<file path="src/rtl/serdes_rx_deframer.sv">
// ----------------------------------------------------------------------------
// Module  : serdes_rx_deframer
// Brief   : Serial receive deframer with sync-byte word lock, frame/parity
//           checking and a saturating error counter.
//           Optional even parity enabled by defining SERDES_RX_PARITY_EN.
// Rev     : 1.0
// ----------------------------------------------------------------------------
`default_nettype none

module serdes_rx_deframer #(
  parameter logic [7:0]  SYNC_BYTE   = 8'hD5,
  parameter int unsigned LOSS_THRESH = 4
) (
  input  logic       clk,
  input  logic       rst_n,
  input  logic       ser_in,
  input  logic       bit_en,
  output logic [7:0] data_out,
  output logic       data_valid,
  output logic       locked,
  output logic       frame_err,
  output logic       parity_err,
  output logic [7:0] err_cnt
);

  localparam logic [3:0] c_LOSS_THRESH = 4'(LOSS_THRESH);

  typedef enum logic [1:0] {
    S_IDLE = 2'd0,
    S_DATA = 2'd1,
    S_PAR  = 2'd2,
    S_STOP = 2'd3
  } state_t;

  state_t      state_q;
  logic [2:0]  cnt_q;
  logic [7:0]  shift_q;
  logic [3:0]  bad_cnt_q;
  logic [7:0]  data_out_q;
  logic        data_valid_q;
  logic        locked_q;
  logic        frame_err_q;
  logic [7:0]  err_cnt_q;

  logic [7:0]  err_cnt_d;
  logic [3:0]  bad_cnt_d;
  logic        w_par_fail;
  logic        w_frame_bad;

`ifdef SERDES_RX_PARITY_EN
  logic        par_q;
  logic        parity_err_q;
  assign w_par_fail = ^{shift_q, par_q};
  assign parity_err = parity_err_q;
`else
  assign w_par_fail = 1'b0;
  assign parity_err = 1'b0;
`endif

  // A missing stop bit outranks any parity result.
  assign w_frame_bad = ~ser_in | w_par_fail;
  assign err_cnt_d   = (err_cnt_q == 8'hFF) ? err_cnt_q : err_cnt_q + 8'd1;
  assign bad_cnt_d   = bad_cnt_q + 4'd1;

  always_ff @(posedge clk) begin
    if (!rst_n) begin
      state_q      <= S_IDLE;
      cnt_q        <= 3'd0;
      shift_q      <= 8'd0;
      bad_cnt_q    <= 4'd0;
      data_out_q   <= 8'd0;
      data_valid_q <= 1'b0;
      locked_q     <= 1'b0;
      frame_err_q  <= 1'b0;
      err_cnt_q    <= 8'd0;
`ifdef SERDES_RX_PARITY_EN
      par_q        <= 1'b0;
      parity_err_q <= 1'b0;
`endif
    end else begin
      data_valid_q <= 1'b0;
      frame_err_q  <= 1'b0;
`ifdef SERDES_RX_PARITY_EN
      parity_err_q <= 1'b0;
`endif
      if (bit_en) begin
        case (state_q)
          S_IDLE: begin
            if (!ser_in) begin
              state_q <= S_DATA;
              cnt_q   <= 3'd0;
            end
          end
          S_DATA: begin
            shift_q[cnt_q] <= ser_in;
            cnt_q          <= cnt_q + 3'd1;
            if (cnt_q == 3'd7) begin
`ifdef SERDES_RX_PARITY_EN
              state_q <= S_PAR;
`else
              state_q <= S_STOP;
`endif
            end
          end
          S_PAR: begin
`ifdef SERDES_RX_PARITY_EN
            par_q <= ser_in;
`endif
            state_q <= S_STOP;
          end
          S_STOP: begin
            state_q <= S_IDLE;
            if (w_frame_bad) begin
              frame_err_q <= ~ser_in;
`ifdef SERDES_RX_PARITY_EN
              parity_err_q <= ser_in;
`endif
              err_cnt_q <= err_cnt_d;
              if (bad_cnt_d == c_LOSS_THRESH) begin
                locked_q  <= 1'b0;
                bad_cnt_q <= 4'd0;
              end else begin
                bad_cnt_q <= bad_cnt_d;
              end
            end else begin
              bad_cnt_q <= 4'd0;
              if (!locked_q) begin
                if (shift_q == SYNC_BYTE) locked_q <= 1'b1;
              end else if (shift_q != SYNC_BYTE) begin
                data_out_q   <= shift_q;
                data_valid_q <= 1'b1;
              end
            end
          end
          default: state_q <= S_IDLE;
        endcase
      end
    end
  end

  assign data_out   = data_out_q;
  assign data_valid = data_valid_q;
  assign locked     = locked_q;
  assign frame_err  = frame_err_q;
  assign err_cnt    = err_cnt_q;

endmodule

`default_nettype wire

</file>
<file path="config.mk">
export PLATFORM = sky130hd
export DESIGN_NAME = serdes_rx_deframer
export DESIGN_NICKNAME = d
export VERILOG_FILES = /design/src/rtl/serdes_rx_deframer.sv
export SDC_FILE = /design/constraint.sdc
export NUM_CORES = 1
export LEC_CHECK = 0
export BUFFER_PORTS_ARGS = -buffer_cell sky130_fd_sc_hd__buf_2
export CORE_MARGIN = 2
export CORE_UTILIZATION = 59
export CTS_BUF_LIST = sky130_fd_sc_hd__clkbuf_4 sky130_fd_sc_hd__clkbuf_8
export DETAILED_ROUTE_END_ITERATION = 10
export GPL_ROUTABILITY_DRIVEN = 0
export PLACE_DENSITY = 0.9
export REMOVE_ABC_BUFFERS = 1
export SLEW_MARGIN = 20
export SYNTH_ARGS = -nofsm -noshare
export SYNTH_HDL_FRONTEND = slang
export SYNTH_SLANG_ARGS = --single-unit
</file>
<file path="constraint.sdc">
create_clock -name clk -period 1.7 [get_ports clk]
set_input_delay 0.34 -clock clk [delete_from_list [all_inputs] [get_ports clk]]
set_output_delay 0.34 -clock clk [all_outputs]
set_load 0.01 [all_outputs]
</file>
==> summary.md <==
| Metric | Value |
|---|---|
| Synthesis-stage register bit count | 36 |
| Area of the multi-input gates | 935 um2 |
| Post-place instance area | 0.00187 mm2 |
| Ys Warns | 0 |
| DP Wirelength | 2470 um |
| WHS Path Cells | 2 |
| Status | finished, final reports clean |
| Register area | 721 um2 |
| Fin cells | 249 |
| Post-route cell area | 0.00192 mm2 |
| Via/cell ratio | 5.70 |
| Synth top area share | 0.419 |
| Cell variety after synth | 41 |
| CTS buffer count | 5 |
| Post-route minimum period | 1600 ps |
| Share of layout cells above drive strength 1 | 0.202 |
| Setup crit end kind | flop |
| WP data arrival | 1860 ps |
| Clock power frac | 0.316 |
| Mapped Avg Cell Area | 9.05 um2 |
| Worst path top cell family by delay | compound AO/OA/AOI/OAI gates |
| Final WL | 3320 um |
| DRC | 0 |
| CP max stage cell | dfxtp_1 |
| Sw power | 0.000328 W |
| Count of final hold-check violations | 0 |
| Filler cell count | 213 |
| CP Launch Type | flop |
| Root Driver | clkbuf_4 |
| Total power | 0.00138 W |
| Routed Antenna Nets | 0 |
| Post-Syn Instances | 190 |
| First-pass GRT wire length | 5820 um |
| CP cell instances | ha_2, and3b_1, o31a_4, o2111ai_1, a31oi_1 |
| GR Overflow Total | 0 |
| Post-CTS Hold Fix Bufs | 0 |
| RSZ-0062 raised after global routing | false |
| Commonest non-fill, non-tap cell in the layout | dfxtp_1 |
| Area Overhead vs Synth | 11.7% |
| Pre-antenna DRT Iters | 4 |
| CP max FO | 8 |
| Worst-skew pair later-pin latency | 340 ps |
| Switching share of power | 0.238 |
| Slowest stage delay, CP | 420 ps |
| Final setup TNS | 0 ps |
| Via count of the first global-routing pass | 1374 |
| P per Cell Area | 716 mW/mm2 |
| Final setup viols | 0 |
| Max Freq | 625 MHz |
| Largest net degree at the start of global routing | 17 |
| HP Start | ser_in |
| FF-to-FF Start | state_q[0] |
| H-tree depth | 2 |
| WP data required | 1960 ps |
| Std cell rows | 19 |
| Path length in cells of the critical path | 5 |
| Synth async-reset ratio | 0 |
| FF-to-FF setup slack | 100 ps |
| CTS tree | done |
| Sequential power share | 0.623 |
| FF-to-FF End | bad_cnt_q[2] |
| Initial Utilization | 0.624 |
| Critical path class | reg2reg |
| CP bufs+invs | 0 |
| MaxCap Viol Count | 0 |
| Commonest cells after routing, fill and taps aside | 36 x dfxtp_1, 28 x nor2_1, 22 x buf_2, 14 x mux2i_1 |
| Post-synth EDFFs | 0 |
| Hold endpoint | frame_err |
| Combinational Power Share | 0.062 |
| CTS sink count | 36 |
| Cell accounting for the most synthesized area | dfxtp_1 |
| Fin crit share | 0.941 |
| Die ar. | 0.00336 mm2 |
| Vias | 1419 |
| Diodes inserted | 0 |
| I/O pin count | 24 |
| Die width | 58 um |
| Syn Std Cell Area | 0.00172 mm2 |
| Synth top area cells | dfxtp_1 42%, mux2i_1 8.1%, ha_1 6.5% |
| Initial antenna violation count | 0 |
| Slew Limit Fails | 0 |
| Final Skew | 8.09 ps |
| Wire per inst | 13.3 um |
| Total track usage | 0.228 |
| Worst r2r path cells | 5 |
| Leak pwr | 0.770 nW |
| CORE AREA | 0.00276 mm2 |
| Max rail drop VDD | 0.646 mV |
| Total Nets Final | 231 |
| Internal power | 0.00105 W |
| Ys flop type | dfxtp_1 |
| PortBufs | 22 |
| DRT iter0 DRCs | 38 |
| Cells after DPL | 242 |
| Clock Path Buffers | 2 |
| Reg clk slew, reported paths | 100 ps |
| Hold Path Class | in2reg |
| Sequential area share after synthesis | 0.419 |
| Die Ht | 58 um |
logic make-up after synthesis:
logic type | share of synthesized area
buffers and inverters | 0.0393
xor gates and xnor gates | 0.0305
and+or+nand+nor | 0.218
other | 0.00218
DFF | 0.419
AOI/OAI and AO/OA | 0.144
muxes | 0.0815
adders and majority gates | 0.0655
worst max-delay path by stage:
stage | endpoint | slack, ps | start
after floorplan | data_out[0] | 130 | state_q[0]
after global placement | bad_cnt_q[2] | 180 | state_q[0]
after detailed placement | bad_cnt_q[2] | 110 | state_q[0]
after CTS | bad_cnt_q[2] | 80 | state_q[0]
after global routing | data_out[4] | 10 | state_q[0]
final | bad_cnt_q[2] | 100 | state_q[0]
synth_stat cells (2+ instances only):
master / count
a21oi_1: 12
a31oi_1: 3
a32oi_1: 2
and3_1: 2
buf_6: 2
clkbuf_1: 4
dfxtp_1: 36
ha_1: 9
inv_1: 5
mux2i_1: 14
nand2_1: 12
nand2b_1: 5
nand3_1: 5
nand3b_1: 2
nand4_1: 3
nand4b_1: 2
nor2_1: 28
nor3_1: 5
o211ai_1: 4
o21ai_0: 9
o21ai_2: 2
xnor2_1: 2
xor2_1: 4
cell type report:
cell class | instances | share of cell area
Multi-Input combinational cell | 141 | 0.486
Sequential cell | 36 | 0.375
Timing Repair Buffer | 28 | 0.0807
Clock buffer | 6 | 0.0234
Tap cell | 31 | 0.0202
Inverter | 6 | 0.0117
Clock inverter | 1 | 0.00260
routing by layer:
| metal | part of all wire | vias up | track usage |
|---|---|---|---|
| met5 | 0 | - | 0 |
| met4 | 0.018 | 0 | 0.103 |
| met3 | 0.046 | 8 | 0.0737 |
| met2 | 0.47 | 33 | 0.367 |
| met1 | 0.47 | 654 | 0.279 |
| li1 | - | 724 | - |
metrics by stage:
step | setup slack [ps] | hold WS, ps | util
2_1_floorplan | 132 | 419 | -
6_report | 100 | 245 | 0.697
3_3_place_gp | 181 | 471 | 0.678
4_1_cts | 82.7 | 229 | 0.696
3_5_place_dp | 114 | 480 | 0.678
5_1_grt | 10.2 | 220 | 0.697
registers in the layout (all words and copies together), names as in the netlist:
signal,count
bad_cnt_q,4
cnt_q,3
data_out,8
data_valid,1
err_cnt,8
frame_err,1
locked,1
shift_q,8
state_q,2
power groups by stage:
stage | clock network, W | logic [W] | registers (W)
final | 0.000434 | 0.0000850 | 0.000857
after floorplan | 0 | 0.0000517 | 0.000874
after global placement | 0 | 0.0000810 | 0.000876
after CTS | 0.000441 | 0.0000846 | 0.000857
after global routing | 0.000474 | 0.0000951 | 0.000858
after detailed placement | 0 | 0.0000846 | 0.000876
timing repair:
item,4_1_cts,5_1_grt
buffers inserted,0,0
endpoints found under the setup margin,0,6
resized for setup,0,1
No activity file was read; power rests on OpenSTA's default activity.
